### src/rtl/machine_pkg.sv
// Shared types and constants for the change dispenser: FSM states,
// change codes and coin selectors.
package machine_pkg;

  typedef enum logic [2:0] {
    S_IDLE,
    S_SELECT,
    S_PULSE,
    S_WAIT_ACK,
    S_FAULT
  } state_t;

  localparam logic [1:0] CHG_NONE = 2'b00;
  localparam logic [1:0] CHG_5    = 2'b01;
  localparam logic [1:0] CHG_10   = 2'b10;
  localparam logic [1:0] CHG_15   = 2'b11;

  localparam logic COIN5  = 1'b0;
  localparam logic COIN10 = 1'b1;

endpackage

### src/rtl/disp_timer.sv
// Loadable down-counter shared by the eject strobe and the acknowledge window.
// The count holds at zero until it is reloaded.
module disp_timer #(
  parameter int W = 7
) (
  input  logic         clk,
  input  logic         reset,
  input  logic         load,
  input  logic         en,
  input  logic [W-1:0] val,
  output logic         zero
);

  logic [W-1:0] cnt;

  always_ff @(posedge clk or posedge reset) begin
    if (reset)                 cnt <= '0;
    else if (load)             cnt <= val;
    else if (en && cnt != '0)  cnt <= cnt - 1'b1;
  end

  assign zero = (cnt == '0);

endmodule

### src/rtl/change_dispenser.sv
// Pays out change one coin at a time through a pulse/acknowledge handshake,
// greedy 10-then-5. Optional stats counters: CHANGE_DISPENSER_STATS_EN.
module change_dispenser
  import machine_pkg::*;
#(
  parameter int PULSE_LEN = 4,
  parameter int TIMEOUT   = 64,
  parameter int CNT_W     = 6,
  parameter int INIT_C5   = 20,
  parameter int INIT_C10  = 20
) (
  input  logic             clk,
  input  logic             reset,
  input  logic             done,
  input  logic [1:0]       change,
  input  logic             coin_seen,
  input  logic             refill,
  input  logic             clear_fault,
  output logic             eject5,
  output logic             eject10,
  output logic             busy,
  output logic             paid,
  output logic             fault,
  output logic [CNT_W-1:0] stock5,
  output logic [CNT_W-1:0] stock10
`ifdef CHANGE_DISPENSER_STATS_EN
  ,
  output logic [15:0]      coins_out,
  output logic [7:0]       faults_cnt
`endif
);

  localparam int TMAX = (PULSE_LEN > TIMEOUT) ? PULSE_LEN : TIMEOUT;
  localparam int TW   = $clog2(TMAX + 1);
  localparam logic [TW-1:0] PULSE_LD = TW'(PULSE_LEN - 1);
  localparam logic [TW-1:0] TO_LD    = TW'(TIMEOUT - 1);

  state_t     state;
  logic [1:0] amt;
  logic       coin;

  logic          tload, ten, tzero;
  logic [TW-1:0] tval;
  logic          sel10, sel5, ack, jam;
  logic [1:0]    amt_left;

  assign sel10    = amt[1] && (stock10 != '0);
  assign sel5     = (amt != 2'd0) && (stock5 != '0);
  assign ack      = coin_seen && (state == S_PULSE || state == S_WAIT_ACK);
  assign jam      = (state == S_WAIT_ACK) && !coin_seen && tzero;
  assign amt_left = amt - ((coin == COIN10) ? 2'd2 : 2'd1);
  assign ten      = (state == S_PULSE) || (state == S_WAIT_ACK);

  // Timer loads the strobe length on coin choice, then the ack window.
  always_comb begin
    tload = 1'b0;
    tval  = PULSE_LD;
    if (state == S_SELECT) begin
      tload = 1'b1;
    end else if (state == S_PULSE && tzero && !coin_seen) begin
      tload = 1'b1;
      tval  = TO_LD;
    end
  end

  disp_timer #(.W(TW)) u_timer (
    .clk   (clk),
    .reset (reset),
    .load  (tload),
    .en    (ten),
    .val   (tval),
    .zero  (tzero)
  );

  always_ff @(posedge clk or posedge reset) begin
    if (reset) begin
      state   <= S_IDLE;
      amt     <= 2'd0;
      coin    <= COIN5;
      eject5  <= 1'b0;
      eject10 <= 1'b0;
      busy    <= 1'b0;
      paid    <= 1'b0;
      fault   <= 1'b0;
      stock5  <= CNT_W'(INIT_C5);
      stock10 <= CNT_W'(INIT_C10);
    end else begin
      paid <= 1'b0;
      case (state)
        S_IDLE: begin
          if (refill) begin
            stock5  <= CNT_W'(INIT_C5);
            stock10 <= CNT_W'(INIT_C10);
          end
          if (done && change != CHG_NONE) begin
            amt   <= change;
            busy  <= 1'b1;
            state <= S_SELECT;
          end
        end
        S_SELECT: begin
          if (sel10) begin
            coin    <= COIN10;
            eject10 <= 1'b1;
            state   <= S_PULSE;
          end else if (sel5) begin
            coin   <= COIN5;
            eject5 <= 1'b1;
            state  <= S_PULSE;
          end else begin
            fault <= 1'b1;
            state <= S_FAULT;
          end
        end
        S_PULSE, S_WAIT_ACK: begin
          if (coin_seen) begin
            eject5  <= 1'b0;
            eject10 <= 1'b0;
            amt     <= amt_left;
            if (coin == COIN10) stock10 <= stock10 - 1'b1;
            else                stock5  <= stock5 - 1'b1;
            if (amt_left == 2'd0) begin
              paid  <= 1'b1;
              busy  <= 1'b0;
              state <= S_IDLE;
            end else begin
              state <= S_SELECT;
            end
          end else if (tzero) begin
            if (state == S_PULSE) begin
              eject5  <= 1'b0;
              eject10 <= 1'b0;
              state   <= S_WAIT_ACK;
            end else begin
              fault <= 1'b1;
              state <= S_FAULT;
            end
          end
        end
        S_FAULT: begin
          if (refill) begin
            stock5  <= CNT_W'(INIT_C5);
            stock10 <= CNT_W'(INIT_C10);
          end
          if (clear_fault) begin
            amt   <= 2'd0;
            fault <= 1'b0;
            busy  <= 1'b0;
            state <= S_IDLE;
          end
        end
        default: state <= S_IDLE;
      endcase
    end
  end

`ifdef CHANGE_DISPENSER_STATS_EN
  logic fault_entry;
  assign fault_entry = ((state == S_SELECT) && !sel10 && !sel5) || jam;

  always_ff @(posedge clk or posedge reset) begin
    if (reset) begin
      coins_out  <= '0;
      faults_cnt <= '0;
    end else begin
      if (ack && coins_out != '1)          coins_out  <= coins_out + 1'b1;
      if (fault_entry && faults_cnt != '1) faults_cnt <= faults_cnt + 1'b1;
    end
  end
`endif

endmodule

### config.mk
export PLATFORM = sky130hd
export DESIGN_NAME = change_dispenser
export DESIGN_NICKNAME = d
export VERILOG_FILES = /design/src/rtl/machine_pkg.sv /design/src/rtl/disp_timer.sv /design/src/rtl/change_dispenser.sv
export SDC_FILE = /design/constraint.sdc
export NUM_CORES = 1
export LEC_CHECK = 0
export ABC_AREA = 1
export CAP_MARGIN = 25
export CORE_UTILIZATION = 30
export DETAILED_ROUTE_END_ITERATION = 6
export HOLD_SLACK_MARGIN = 0.05
export PLACE_DENSITY = 0.49
export SLEW_MARGIN = 20
export SYNTH_ARGS = -nofsm -noshare
export SYNTH_HDL_FRONTEND = slang
export SYNTH_SLANG_ARGS = --single-unit
### constraint.sdc
create_clock -name clk -period 1.6 [get_ports clk]
set_clock_uncertainty 0.05 [all_clocks]
set_input_delay 0.32 -clock clk [delete_from_list [all_inputs] [get_ports clk]]
set_output_delay 0.32 -clock clk [all_outputs]
set_load 0.005 [all_outputs]
Word-level counts from Yosys, hierarchy flattened
Cells that the tools add are included.
{ "totals": {"rom_bits": 0, "regBits": 30, "elab_cells": 119, "n_memories": 0, "in_bits": 8, "latch_bits": 0, "output_inout_bits": 17, "mem_bits_rw": 0} }
{ "classes": {"shift": 0, "n_div": 0, "muxes": 51, "n_eq_ne": 20, "mul": 0, "bitwise": 0, "addsub": 4, "n_reduce_logical": 33, "n_lt_le_gt_ge": 0} }
{ "op_table": {"columns": ["cell", "count"], "rows": [
  ["$mux W6", 6],
  ["$ne A2 B2 Y1 const B", 13],
  ["$pmux W6 S2", 2],
  ["$mux W1", 23],
  ["$mux W3", 7],
  ["$mux W7", 3],
  ["$reduce_and A4 Y1", 4],
  ["$pmux W3 S4", 1],
  ["$reduce_bool A2 Y1", 6],
  ["$reduce_bool A6 Y1", 2],
  ["$sub A6 B1 Y6 const B", 2],
  ["$reduce_and A5 Y1", 2],
  ["$mux W2", 4],
  ["$logic_not A7 Y1", 1],
  ["$reduce_and A7 Y1", 1],
  ["$reduce_bool A7 Y1", 1],
  ["$sub A7 B1 Y7 const B", 1],
  ["$eq A3 B2 Y1 const B", 2],
  ["$logic_and A1 B1 Y1", 6],
  ["$ne A3 B3 Y1 const B", 2],
  ["$pmux W1 S3", 2],
  ["$pmux W2 S3", 1],
  ["$reduce_bool A3 Y1", 2],
  ["$pmux W1 S2", 2],
  ["11 further kinds", 12]
]} }

Logic depth before layout (Yosys ltp)
{ "logic_depth": {"depth_word": 6, "depth_mapped": 11} }

Hierarchy
A second synthesis with hierarchy kept.
{ "hier_totals": {"cells_unflattened": 274, "area_unflattened_um2": 1916.8} }
{ "modules_own_cells": {"columns": ["module", "n_inst", "cells_per_inst", "area_each_um2", "seq_area_each_um2"], "rows": [
  ["change_dispenser", 1, 200, 1407.6, 580.6],
  ["disp_timer", 1, 74, 509.2, 175.2]
]} }

Worst setup path after synthesis
No wires, ideal clock.
{ "synth_path": {"path_kind": "reg2reg", "start": "reg u_timer.cnt[0]", "end": "reg eject5", "n_path_buf": 0, "arrival_ps": 1348, "required_time_ps": 1433, "setup_time_ps": 117, "slack_ps": 85, "path_stages_with_launch": 10, "path_cell_list": "dfrtp_1 > inv_1 > ha_1 > inv_1 > nor2_1 > nand3_2 > o21ai_0 > nand3_1 > nand2_1 > nand2_1"} }
{ "synth_via": {"elab_chain_cells": 3} }
{ "synth_lines": {"columns": ["item", "line_no", "source"], "rows": [
  ["start: declaration", "disp_timer.sv:14", "logic [W-1:0] cnt;"],
  ["start signal: assignment", "disp_timer.sv:18", "else if (load) cnt <= val;"],
  ["start signal: assignment", "disp_timer.sv:19", "else if (en && cnt != '0) cnt <= cnt - 1'b1;"],
  ["$logic_not A7 Y1", "disp_timer.sv:22", "assign zero = (cnt == '0);"],
  ["$ne A3 B3 Y1 (no source line)", null, null],
  ["$reduce_and A5 Y1 (no source line)", null, null],
  ["end signal: assignment", "change_dispenser.sv:80", "eject5 <= 1'b0;"],
  ["end signal: assignment", "change_dispenser.sv:108", "eject5 <= 1'b1;"],
  ["end signal: assignment", "change_dispenser.sv:117", "eject5 <= 1'b0;"],
  ["end: declaration", "change_dispenser.sv:19", "output logic eject5,"]
]} }
No other way between the ends.
A chain may end at the register's enable or synchronous reset.

Worst setup path after layout
{ "layout_path": {"start": "reg u_timer.cnt[1]", "end": "reg u_timer.cnt[2]"} }
{ "layout_via": {"elab_chain_cells": 6} }
{ "layout_lines": {"columns": ["item"], "rows": [
  ["parallel branches: the longest is 6 deep, another holds $sub A7 B1 Y7"]
]} }
Parallel ways; which one is timed is not known. The select of a mux whose other input is x is not followed.

==> run summary <==
status - complete, no violations
clk root buf - clkbuf_8
delay of the slowest critical-path stage - 390 ps
total grt overflow - 0
post-synthesis cell count - 256
Worst-Margin Slew - 301.0 ps
Antenna Nets Post-Route - 0
clock tree buffer depth - 2
area leader, netlist - dfrtp_1
CTS tree - built
Post-Syn Area - 1907 sq um
XOR/XNOR Fraction of Synth Area - 3.675%
I/O Buffers - 24
final wirelength - 4.741 mm
Pwr Density - 2024 nW/um^2
Syn Nets - 271
DRT iter0 DRCs - 72
Ports - 25
hold_buf cts - 0
critical-path cell list - inv_2, ha_4, inv_2, nor2_4, nand3_4, nand2_4, buf_12, inv_8, a31oi_4, nand2_1
crit end category - flop
Hold WS - 313.9 ps
WS Path Type - flop to flop
flop-to-flop setup slack - 40 ps
Synth cell types - 28
vias in the first global route - 1686
Yosys warnings - 0
dpl hpwl - 3.462 mm
#FFs+latches synth - 30
largest family of logic cells by synthesized area - simple AND/OR/NAND/NOR gates
clock buffer count from CTS - 5
mux cell area share after synthesis - 0%
Final min period - 1558 ps
Synth Area in Compound Gates - 8.858%
GRT Total Usage - 15.23%
initial antenna violation count - 0
htree depth - 2
gp weighted congestion - 0.7829
Critical Path Start Type - flop
most frequent CP cell - inv_2
Adder-Cell Fraction of Synth Area - 4.593%
share of the synthesized area in the top cell type - 34.12%
Final #Nets - 331
worst rel slew slack - 79.78%
CP delay by family, top - simple AND/OR/NAND/NOR gates
Worst Path Max Fanout - 6
DIE WIDTH - 81.73 microns
synthesized area per cell - 7.449 sq um
final hold vios - 0
via count - 1800
clock transition at the registers of the reported paths - 70 ps
Total Die Area - 6679 sq um
worst endpoint data arrival time - 1680 ps
Min-Delay Path Class - input pin to async pin
Placed Area - 2399 sq um
Seq/Total Area, Yosys - 39.63%
RSZ-0062 raised after global routing - yes
fmax - 641.7 MHz
vias per inst - 4.592
pin count of the biggest net entering global routing - 31
drt drc - 0
final-report max-slew violation count - 0
Post-synth top cells - nand2_1 (75), inv_1 (32), dfrtp_1 (26)
count leader, synth - nand2_1
Initial Utilization - 31.64%
Die H - 81.73 microns
Layout area overhead - 40.03%
clk sinks - 30
dominant synthesized flop cell - dfrtp_1
wire per inst - 12.09 microns
max-cap viol count - 0
Initial DRT Pass Iterations - 4
core area - 6026 sq um
end-of-flow core utilization - 44.31%
# setup viols final - 0
worst endpoint required time - 1730 ps
Static Leak - 1.325 nW
post-route cell area - 2670 sq um
slowest stage cell, crit path - dfrtp_1
Skew-Pair Late Insertion Delay - 280 ps
Post-Synth Simple-Gate Area - 36.09%
Synth area leaders - dfrtp_1 (34%), nand2_1 (15%), inv_1 (6.3%)
Ant. Diodes - 0
row cnt - 28
CP bufs+invs - 4
crit share post-route - 97.39%
number of flops mapped to enable cells by yosys - 0
Max VDD drop - 0.8370 mV
first-pass GRT wire length - 7.672 mm
layout cells sized above 1 - 26.81%
ys async rst share - 100.0%
setup total negative slack - 0 ps
## state kept, by name, summed over array words and instances (netlist names)
name and cells:
paid 1, eject10 1, eject5 1, u_timer.cnt 7, amt 2, coin 1
fault 1, state 3, stock5 6, busy 1, stock10 6
## area by class of cell
type	count	area, sq um
Inverter	35	138.9
Timing Repair Buffer	54	485.5
Clock buffer	6	72.57
Tap cell	75	93.84
Sequential cell	30	758.2
Clock inverter	2	10.01
Fill cell	642	3356
Multi-Input combinational cell	190	1111
## cell families (layout without fill, tap and decap cells)
family                   Yosys count  after routing
AO/OA/AOI/OAI                     31             31
XOR/XNOR                           8              8
adder cells (fa/ha/maj)            7              7
AND/OR/NAND/NOR                  144            144
flip-flops                        30             30
buffers and inverters             36             97
## through the flow
step,instances,worst slack [ps],total power [mW]
final,392,41.73,5.404
after global routing,392,-44.17,5.962
after CTS,386,0.2185,5.097
after detailed placement,374,-199.7,4.439
after global placement,374,-168.3,4.398
after floorplan,256,84.85,3.335
## path summary, 6_finish.rpt
| kind | from | cells past startpoint | endpoint |
|---|---|---|---|
| hold reg to reg | eject5 | 2 | eject5 |
| hold / removal | reset | 3 | u_timer.cnt[3] |
| min in group clk | eject5 | 2 | eject5 |
| setup reg to reg | u_timer.cnt[1] | 10 | u_timer.cnt[2] |
| setup / recovery | u_timer.cnt[1] | 10 | u_timer.cnt[2] |
| max in group asynchronous | reset | 3 | stock5[2] |
## cells in the final DEF (no fill, tap or decap), types with 3 or more instances in the layout
cell,instances
nand2_1,73
buf_4,28
inv_1,26
dfrtp_1,24
clkdlybuf4s50_1,20
nand3_1,16
nor2_1,16
o21ai_0,14
nor2_4,10
inv_2,8
xor2_1,7
o21ai_1,7
nor2_2,6
nand4_1,6
ha_1,6
clkbuf_8,5
nand2_4,4
nand2_2,4
dlygate4sd2_1,4
dfstp_2,4
a21oi_1,3
nand3b_1,3
nand3_2,3
## worst reg2reg max path, stage by stage (launching register included)
cell	delay, ps
dfrtp_1	390
inv_2	80
ha_4	130
inv_2	40
nor2_4	110
nand3_4	130
nand2_4	130
buf_12	120
inv_8	40
a31oi_4	160
nand2_1	70
## power breakdown
group | internal, mW | total, mW | switching [mW]
Combinational | 1.50 | 3.40 | 1.90
Clock | 0.301 | 0.594 | 0.293
Sequential | 1.13 | 1.41 | 0.279
Total | 2.93 | 5.40 | 2.47
## layer usage
metal | vias up | track usage, % | share of wire (%)
li1 | 935 | - | -
met3 | 5 | 3.111 | 2.9
met1 | 834 | 18.86 | 47
met2 | 26 | 26.28 | 49
met5 | - | 0 | 0
met4 | 0 | 4.737 | 0.97
## timing repair
action / in CTS / in global routing
buffers inserted: 4 / 6
resized for setup: 6 / 32
endpoints found under the setup margin: 10 / 15
pin swaps: 0 / 8
(Power assumes the default switching activity.)
